<file path="src/rtl/sm83_pkg.sv">
// Shared encodings for the SM83 register file: byte/pair indices, IDU ops, F mask default.
package sm83_pkg;
   localparam logic [2:0] REG_B = 3'd0;
   localparam logic [2:0] REG_C = 3'd1;
   localparam logic [2:0] REG_D = 3'd2;
   localparam logic [2:0] REG_E = 3'd3;
   localparam logic [2:0] REG_H = 3'd4;
   localparam logic [2:0] REG_L = 3'd5;
   localparam logic [2:0] REG_A = 3'd6;
   localparam logic [2:0] REG_F = 3'd7;

   localparam logic [2:0] PAIR_BC = 3'd0;
   localparam logic [2:0] PAIR_DE = 3'd1;
   localparam logic [2:0] PAIR_HL = 3'd2;
   localparam logic [2:0] PAIR_AF = 3'd3;
   localparam logic [2:0] PAIR_SP = 3'd4;
   localparam logic [2:0] PAIR_PC = 3'd5;

   localparam logic [1:0] IDU_NONE = 2'b00;
   localparam logic [1:0] IDU_INC  = 2'b01;
   localparam logic [1:0] IDU_DEC  = 2'b10;
   localparam logic [1:0] IDU_RSV  = 2'b11;

   localparam logic [7:0] F_MASK_DEF = 8'hF0;
endpackage

</file>
<file path="src/rtl/sm83_idu.sv">
// Combinational +/-1 unit for 16-bit pairs; wrap flags FFFF->0000 and 0000->FFFF.
module sm83_idu
   import sm83_pkg::*;
#(
   parameter int W = 16
) (
   input  logic [W-1:0] val_i,
   input  logic [1:0]   op_i,
   output logic [W-1:0] res_o,
   output logic         wrap_o
);
   always_comb begin
      res_o  = val_i;
      wrap_o = 1'b0;
      case (op_i)
         IDU_INC: begin
            res_o  = val_i + W'(1);
            wrap_o = &val_i;
         end
         IDU_DEC: begin
            res_o  = val_i - W'(1);
            wrap_o = ~|val_i;
         end
         default: ;
      endcase
   end
endmodule

</file>
<file path="src/rtl/sm83_regfile_v2.sv">
// SM83 register file with muxed byte/pair reads, pair writes and integrated IDU.
// Optional SM83_REGFILE_BYPASS_EN forwards same-cycle write data to the read ports.
module sm83_regfile_v2
   import sm83_pkg::*;
#(
   parameter int                    DATA_W = 8,
   parameter int                    NUM_RD = 2,
   parameter logic [DATA_W-1:0]     F_MASK = F_MASK_DEF,
   parameter logic [2*DATA_W-1:0]   SP_RST = 16'hFFFE,
   parameter logic [2*DATA_W-1:0]   PC_RST = 16'h0000
) (
   input  logic                       clk,
   input  logic                       rst,
   input  logic [NUM_RD*3-1:0]        rd_sel,
   output logic [NUM_RD*DATA_W-1:0]   rd_data,
   input  logic                       wr_en,
   input  logic [2:0]                 wr_sel,
   input  logic [DATA_W-1:0]          wr_data,
   input  logic [2:0]                 pair_sel,
   output logic [2*DATA_W-1:0]        pair_rd_data,
   input  logic                       pair_wr_en,
   input  logic [2*DATA_W-1:0]        pair_wr_data,
   input  logic [1:0]                 idu_op,
   input  logic [2:0]                 idu_sel,
   output logic [2*DATA_W-1:0]        idu_addr,
   output logic                       idu_wrap,
   output logic [2*DATA_W-1:0]        pc,
   output logic [2*DATA_W-1:0]        sp
);
   localparam int PW = 2 * DATA_W;
   typedef logic [7:0][DATA_W-1:0] regs_t;

   regs_t         regs_q, regs_d, rd_regs;
   logic [PW-1:0] sp_q, sp_d, pc_q, pc_d, rd_sp, rd_pc;
   logic          wrap_q, wrap_d;
   logic          idu_act, idu_wrap_c;
   logic [PW-1:0] idu_res;

   function automatic logic [DATA_W-1:0] byte_view(input logic [2:0] sel, input regs_t r);
      return (sel == REG_F) ? (r[sel] & F_MASK) : r[sel];
   endfunction

   function automatic logic [PW-1:0] pair_view(input logic [2:0] sel, input regs_t r,
                                               input logic [PW-1:0] s, input logic [PW-1:0] p);
      case (sel)
         PAIR_BC, PAIR_DE, PAIR_HL: return {r[{sel[1:0], 1'b0}], r[{sel[1:0], 1'b1}]};
         PAIR_AF: return {r[REG_A], r[REG_F] & F_MASK};
         PAIR_SP: return s;
         PAIR_PC: return p;
         default: return '0;
      endcase
   endfunction

   // A pair write to the IDU target suppresses the IDU op (and its wrap) entirely.
   assign idu_act = ((idu_op == IDU_INC) || (idu_op == IDU_DEC)) && (idu_sel <= PAIR_PC) &&
                    !(pair_wr_en && (pair_sel == idu_sel));
   assign idu_addr = pair_view(idu_sel, regs_q, sp_q, pc_q);

   sm83_idu #(.W(PW)) u_idu (
      .val_i  (idu_addr),
      .op_i   (idu_act ? idu_op : IDU_NONE),
      .res_o  (idu_res),
      .wrap_o (idu_wrap_c)
   );

   // Later assignments override earlier ones: byte write < IDU < pair write.
   always_comb begin
      regs_d = regs_q;
      sp_d   = sp_q;
      pc_d   = pc_q;
      if (wr_en) regs_d[wr_sel] = wr_data;
      if (idu_act) begin
         case (idu_sel)
            PAIR_BC, PAIR_DE, PAIR_HL, PAIR_AF: begin
               regs_d[{idu_sel[1:0], 1'b0}] = idu_res[PW-1:DATA_W];
               regs_d[{idu_sel[1:0], 1'b1}] = idu_res[DATA_W-1:0];
            end
            PAIR_SP: sp_d = idu_res;
            PAIR_PC: pc_d = idu_res;
            default: ;
         endcase
      end
      if (pair_wr_en) begin
         case (pair_sel)
            PAIR_BC, PAIR_DE, PAIR_HL, PAIR_AF: begin
               regs_d[{pair_sel[1:0], 1'b0}] = pair_wr_data[PW-1:DATA_W];
               regs_d[{pair_sel[1:0], 1'b1}] = pair_wr_data[DATA_W-1:0];
            end
            PAIR_SP: sp_d = pair_wr_data;
            PAIR_PC: pc_d = pair_wr_data;
            default: ;
         endcase
      end
      regs_d[REG_F] = regs_d[REG_F] & F_MASK;
      wrap_d = idu_act & idu_wrap_c;
   end

   always_ff @(posedge clk) begin
      if (!rst) begin
         regs_q <= '0;
         sp_q   <= SP_RST;
         pc_q   <= PC_RST;
         wrap_q <= 1'b0;
      end else begin
         regs_q <= regs_d;
         sp_q   <= sp_d;
         pc_q   <= pc_d;
         wrap_q <= wrap_d;
      end
   end

`ifdef SM83_REGFILE_BYPASS_EN
   // Forwarded view is reset-aware so a held reset never leaks pending writes.
   assign rd_regs = rst ? regs_d : '0;
   assign rd_sp   = rst ? sp_d : SP_RST;
   assign rd_pc   = rst ? pc_d : PC_RST;
`else
   assign rd_regs = regs_q;
   assign rd_sp   = sp_q;
   assign rd_pc   = pc_q;
`endif

   always_comb begin
      rd_data = '0;
      for (int i = 0; i < NUM_RD; i++)
         rd_data[i*DATA_W +: DATA_W] = byte_view(rd_sel[i*3 +: 3], rd_regs);
   end

   assign pair_rd_data = pair_view(pair_sel, rd_regs, rd_sp, rd_pc);
   assign idu_wrap     = wrap_q;
   assign pc           = pc_q;
   assign sp           = sp_q;
endmodule

</file>
<file path="config.mk">
export PLATFORM = sky130hd
export DESIGN_NAME = sm83_regfile_v2
export DESIGN_NICKNAME = d
export VERILOG_FILES = /design/src/rtl/sm83_pkg.sv /design/src/rtl/sm83_idu.sv /design/src/rtl/sm83_regfile_v2.sv
export SDC_FILE = /design/constraint.sdc
export NUM_CORES = 1
export LEC_CHECK = 0
export CAP_MARGIN = 20
export CELL_PAD_IN_SITES_DETAIL_PLACEMENT = 1
export CELL_PAD_IN_SITES_GLOBAL_PLACEMENT = 2
export CORE_UTILIZATION = 33
export CTS_CLUSTER_DIAMETER = 30
export CTS_CLUSTER_SIZE = 25
export DETAILED_ROUTE_END_ITERATION = 12
export GPL_TIMING_DRIVEN = 0
export PLACE_DENSITY_LB_ADDON = 0.2
export SLEW_MARGIN = 20
export SYNTH_ARGS = -nofsm -noshare
export SYNTH_HDL_FRONTEND = slang
export SYNTH_HIERARCHICAL = 1
export SYNTH_SLANG_ARGS = --single-unit
export TNS_END_PERCENT = 30
</file>
<file path="constraint.sdc">
create_clock -name clk -period 5.8 [get_ports clk]
set_input_delay 0.87 -clock clk [delete_from_list [all_inputs] [get_ports clk]]
set_output_delay 0.87 -clock clk [all_outputs]
set_load 0.02 [all_outputs]
</file>
==> summary.txt, run 1 <==
Synthesis
  – Yosys reg bits: between 90 and 100
  – Cell type with the largest total area after synthesis: dfxtp_1
  – Netlist Area Pre-Place: ~9000 um^2
  – Main flop type after synthesis: dfxtp_1
  – Cell with the most instances after synthesis: mux2i_1
  – Post-synthesis sequential area ratio: 20.1%
  – Post-synth EDFFs: 0
  – Post-synth top area share: 20.1%
  – Gate Count Post-Synth: 1155
  – Synth Area per Inst: 8.00 um^2
  – Synth area leaders: dfxtp_1, mux2i_1, mux4_2, mux2_2, nor2_1
  – Most frequent cells after synthesis: mux2i_1, nor2_1, nand2_1
  – Async set-reset flop share out of synthesis: 0%
  – Syn_nets: roughly 1200
  – YS warnings: 6
  – Post-synth cell types: 78

Run status
  – Status: finished clean

Worst setup path
  – CP dominant cell by count: clkbuf_1
  – Slowest-stage cell, CP: xor2_1
  – R2R setup slack: 1560 ps
  – Max incr delay on CP: 690 ps
  – Crit Path Max Fanout: 10
  – Critical Path Start: idu_sel[2]
  – CP endpoint kind: register
  – Setup CP Type: input pin to register
  – Required time of the critical path: 6060 ps
  – CP startpoint kind: input pin
  – Worst path cell trace: dlymetal6s2s_1 > clkbuf_1 > nand2b_1 > nor2_1 > clkbuf_1 > nand2_1 > o221ai_1 > clkbuf_1 > and2_1 > a32oi_1 > a21o_1 > a21o_1 > a21oi_2 > xor2_1 > nand2_1 > o311ai_1
  – Critical path data arrival time: 5730 ps
  – R2r startpoint: rd_regs[16]$_SDFF_PN0_

STA
  – Worst Tran Pin Value: 1050 ps
  – Final Hold Viols: 0
  – Final setup viols: 0
  – FMAX: 0.183 GHz
  – Total Neg Setup Slack: 0 ps
  – Final Slew Violations: 0
  – Worst setup slack after layout: 334 ps
  – Rel. slew slack: between 30% and 40%
  – Final period utilization: 94.2%
  – Minimum clock period after layout: 5470 ps
  – Clock Skew: roughly 23 ps
  – Unrepaired setup endpoints after global routing: false

Clock tree
  – # clock sinks: 93
  – CTS tree: built
  – H-tree depth: 3
  – CTS clk-pin slew, worst paths: 80 ps
  – Clock latency at the later pin of the worst-skew pair: between 300 and 400 ps
  – Clk buf depth: 2
  – Cts hold-fix bufs: 0
  – Root Buffer Master: clkbuf_16
  – CTS buffer count: 9

Layout
  – Diodes inserted: 0
  – Share of cells above drive strength 1: 13.9%
  – FILL cells: 3315
  – Area Growth Syn to Fin: 22.8%
  – Nets: about 1300
  – Fin util: 41.7%
  – Final instance area: approximately 11000 um^2

Power and ir drop
  – Pwr dens: about 200 nW/um^2
  – Pleak: between 0.003 and 0.004 uW
  – Total power: between 2000 and 2500 uW
  – Int Pwr: 1310 uW
  – Clock Power Share: 30.4%
  – Combinational share of power: around 36%
  – Psw: 911 uW
  – Share of power burned in registers: 33.3%
  – Switching share of power: 41.0%
  – Worst IR drop on VDD: 0.142 mV

Placement
  – Final Wtd Congestion: 0.959
  – Dpl cell area: 10800 um^2
  – Hpwl dp: 38.5 mm
  – IO buf count: 112
  – Placement Setup Slack: -1960 ps

Floorplanning
  – Initial Utilization: 34.0%
  – I/O Pins: 126
  – Die Area: 28700 um^2
  – Die height: 169 um
  – Die W: 169 um
  – Core area: ~27000 um^2
  – Num rows: 60

Global routing
  – Gr ovfl total: 0
  – Total GRT Usage: roughly a third
  – Pin count of the biggest net entering global routing: 19
  – Antenna violations before repair: 1
  – First-pass GRT wire length: 70.7 mm
  – Number of global-route vias before repair: approximately 11000

Run
  – Max_cap viols: 0

Route
  – Routed WL per cell: 29.7 um
  – Routed vias: between 10000 and 15000
  – Routed WL: around 49 mm
  – Pre-antenna DRT Iters: 5
  – Via/cell ratio: 6.52
  – ANT nets after route: 0
  – DR iter-0 viols: 1042
  – Drc violations: 0

Hold path
  – Hold Crit Class: register to register
  – Hold Path Origin: sp[10]$_SDFF_PN1_
## what timing repair did
| action | 4_1_cts | 5_1_grt |
|---|---|---|
| pin swaps | 4 | 2 |
| setup buffers | 8 | 0 |
| resized for setup | 16 | 11 |
| endpoints found under the setup margin | 60 | 46 |
## layout by cell type, fill, tap and decap left out, types with 7 or more instances in the layout
master	count
nand2_1	98
dfxtp_1	93
clkbuf_1	70
clkdlybuf4s50_1	110
nand3_1	43
o221ai_1	22
o21ai_1	7
a221o_1	36
o31ai_1	16
nand2b_1	8
nand4_1	24
buf_6	8
mux4_2	24
o211ai_1	12
buf_2	41
inv_1	11
o311ai_1	17
and2_1	22
nor2_1	103
o22ai_1	11
buf_4	15
buf_1	10
nor4_1	21
a31oi_1	33
o311ai_0	26
mux2i_1	110
o21ai_0	44
a21oi_1	46
xor2_1	7
mux2_2	41
clkbuf_16	9
nor3_1	9
a211oi_1	17
nor2b_1	15
## state kept, by name, indices dropped and copies added (netlist names)
name      flops
pc           16
rd_regs      60
idu_wrap      1
sp           16
## worst paths after layout
check	cells after the start	to
worst max-delay path	16	rd_regs[49]$_SDFF_PN0_
worst min-delay path	2	sp[10]$_SDFF_PN1_
worst max register to register	13	rd_regs[49]$_SDFF_PN0_
worst min register to register	2	sp[10]$_SDFF_PN1_
## worst max-delay path, delay by kind of cell
family | cells | cell delay [ps]
and+or+nand+nor | 5 | 1520
buffers and inverters | 4 | 1470
AOI/OAI and AO/OA | 6 | 1160
xor gates and xnor gates | 1 | 690
## routing by layer
layer	vias up	GRT usage [%]	routed length (um)
met5	-	0	0
met4	0	15.6	2540
met3	151	5.39	3790
met2	563	54.8	22300
met1	5407	44.4	20700
li1	4726	-	-
## stage by stage
stage | hold WS (ps) | cells
floorplan | 558 | 1155
global placement | 523 | 1639
detailed placement | 529 | 1640
CTS | 539 | 1664
global route | 560 | 1663
finish | 547 | 1663
## power groups by stage
stage	registers [uW]	clock network (uW)	logic (uW)
3_3_place_gp	748	0	757
3_5_place_dp	750	0	763
2_1_floorplan	727	0	443
5_1_grt	739	698	844
6_report	740	675	807
4_1_cts	734	671	786
## layout make-up
type,count,area [um^2],area share (%)
flip-flops and latches,93,1860,16.4
clock inverters,7,88.8,0.783
clock buffers,9,225,1.98
well taps,372,465,4.10
repair buffers,121,1190,10.5
multi-input cells,913,6830,60.2
plain buffers,135,641,5.65
inverters,13,48.8,0.430
## logic make-up after synthesis
family          count (synthesis)  share of synthesized area [%]
compound gates                329                           26.2
xor+xnor                       18                           1.95
fa+ha+maj                       4                          0.542
buf+inv                       149                           7.38
flops                          93                           20.1
mux                           175                           22.8
simple gates                  387                           21.0
Note: power is estimated with default switching activity, not from simulation.
==> run 2: changes to the inputs <==
Settings changed: CTS_CLUSTER_SIZE 25 to 10.
Clock period 5.8 ns to 5.29 ns, I/O delays scaled along.
==> run 2 against run 1 <==
Effect of this change: cell count is 0.42% higher; critical path type unchanged; core utilization grew 0.45 points; worst setup slack lost 210 ps; largest cell class unchanged; power grew 10%; die area unchanged; critical endpoint is now rd_regs[35]$_SDFF_PN0_; first-iteration DRC count increased by 3.8%; non-clock buffer count grew 7.
==> summary.txt, run 2 (synthesized netlist as in run 1, its figures left out) <==
Power and ir drop
  – Pleak: 0.00404 uW
  – Worst IR drop on VDD: about 0.15 mV
  – Total power: 2450 uW
  – Pwr dens: 214 nW/um^2

STA
  – Worst Tran Pin Value: 1020 ps
  – Total Neg Setup Slack: 0 ps
  – Minimum clock period after layout: 5170 ps
  – Rel. slew slack: 31.8%
  – Final Slew Violations: 0
  – FMAX: 0.194 GHz
  – Worst setup slack after layout: 123 ps
  – Final Hold Viols: 0
  – Clock Skew: 23.8 ps
  – Final setup viols: 0
  – Final period utilization: between 90% and 100%
  – Min Hold Slack: 549 ps

Layout
  – Fin util: 42.2%
  – Commonest cells after routing, fill and taps aside: mux2i_1, clkdlybuf4s50_1, nor2_1
  – Area Growth Syn to Fin: 24.1%
  – Nets: 1342
  – Diodes inserted: 0
  – Share of cells above drive strength 1: roughly 15%
  – Max reg flops: 60

Floorplanning
  – Die Area: 28700 um^2
  – Num rows: 60
  – I/O Pins: around 130
  – Core area: 27200 um^2
  – Die height: 169 um
  – Die W: about 170 um
  – Initial Utilization: between 30% and 40%

Placement
  – Hpwl dp: 38.5 mm
  – IO buf count: 112
  – Final Wtd Congestion: 0.959
  – Placement Setup Slack: -2390 ps

Worst setup path
  – Worst path cell trace: dlygate4sd2_1 > clkbuf_2 > nand2b_1 > nor2_1 > clkbuf_2 > nand2_1 > o221ai_1 > buf_2 > nor2b_1 > a32oi_1 > o2bb2ai_1 > a21oi_2 > mux2i_1 > xnor2_2 > nand2_1 > o311ai_1
  – Critical path data arrival time: approximately 5400 ps
  – Worst path bufs/invs: 4
  – CP endpoint kind: register
  – Setup CP Type: input pin to register
  – Family with the most delay on the worst path: simple AND/OR/NAND/NOR gates
  – CP startpoint kind: input pin
  – Crit Path Max Fanout: 10
  – Required time of the critical path: 5550 ps
  – Slowest-stage cell, CP: xnor2_2
  – Max incr delay on CP: 530 ps

Global routing
  – Pin count of the biggest net entering global routing: 19
  – Gr ovfl total: 0
  – Antenna violations before repair: 1
  – Number of global-route vias before repair: 10600
  – First-pass GRT wire length: between 70 and 80 mm
  – Total GRT Usage: 34.1%

Route
  – Via/cell ratio: 6.48
  – DR iter-0 viols: 1082
  – Pre-antenna DRT Iters: 5
  – Routed vias: 10800
  – Drc violations: 0
  – ANT nets after route: 0
  – Routed WL per cell: 29.7 um
  – Routed WL: approximately 50 mm

Clock tree
  – # clock sinks: 93
  – H-tree depth: 3
  – Root Buffer Master: clkbuf_16
  – Clk buf depth: 2
  – CTS buffer count: 9
  – Clock latency at the later pin of the worst-skew pair: 380 ps
  – CTS clk-pin slew, worst paths: approximately 70 ps
  – CTS tree: built

Run status
  – Status: finished clean

Run
  – Max_cap viols: 0

Hold path
  – Hold Crit Class: register to register
run 2: layout make-up:
type | instances | area (um^2)
clock buffers | 9 | 225
clock inverters | 7 | 88.8
repair buffers | 127 | 1240
plain buffers | 136 | 666
flip-flops and latches | 93 | 1860
well taps | 372 | 465
multi-input cells | 913 | 6870
fillers | 3310 | 15700
inverters | 13 | 48.8
run 2: path summary, 6_finish.rpt:
path         cells past startpoint             startpoint                      to  slack (ps)
min reg2reg                      2      sp[10]$_SDFF_PN1_       sp[10]$_SDFF_PN1_         550
max                             16             idu_sel[2]  rd_regs[35]$_SDFF_PN0_         120
max reg2reg                     13  rd_regs[2]$_SDFF_PN0_  rd_regs[35]$_SDFF_PN0_        1190
min                              2      sp[10]$_SDFF_PN1_       sp[10]$_SDFF_PN1_         550
run 2: metrics by stage:
step,cell area [um^2],instances
2_1_floorplan,9240,1155
3_3_place_gp,10800,1639
3_5_place_dp,10800,1640
4_1_cts,11400,1667
5_1_grt,11500,1670
6_report,11500,1670
run 2: per-layer routing:
metal | wire length [um] | GRT usage [%] | up-vias
li1 | - | - | 4736
met1 | 20700 | 44.7 | 5415
met2 | 22500 | 55.0 | 530
met3 | 3920 | 5.32 | 139
met4 | 2460 | 15.4 | 0
met5 | 0 | 0 | -
run 2: worst register-to-register path: stages, from the launching register on:
cell and delay (ps):
dfxtp_1 520, mux2i_1 120, nor2_1 100, a21oi_1 80, o221ai_1 520, buf_2 340, nor2b_1 430, a32oi_1 240
o2bb2ai_1 220, a21oi_2 80, mux2i_1 160, xnor2_2 530, nand2_1 290, o311ai_1 370
run 2: timing repair:
item | CTS | global route
endpoints found under the setup margin | 87 | 51
hold buffers | 0 | 0
pin swaps | 6 | 5
buffers inserted | 11 | 3
resized for setup | 28 | 18
run 2: power by group:
group,switching [uW],internal (uW)
Combinational,570,333
Sequential,76.4,736
Clock,356,382
Total,1000,1450
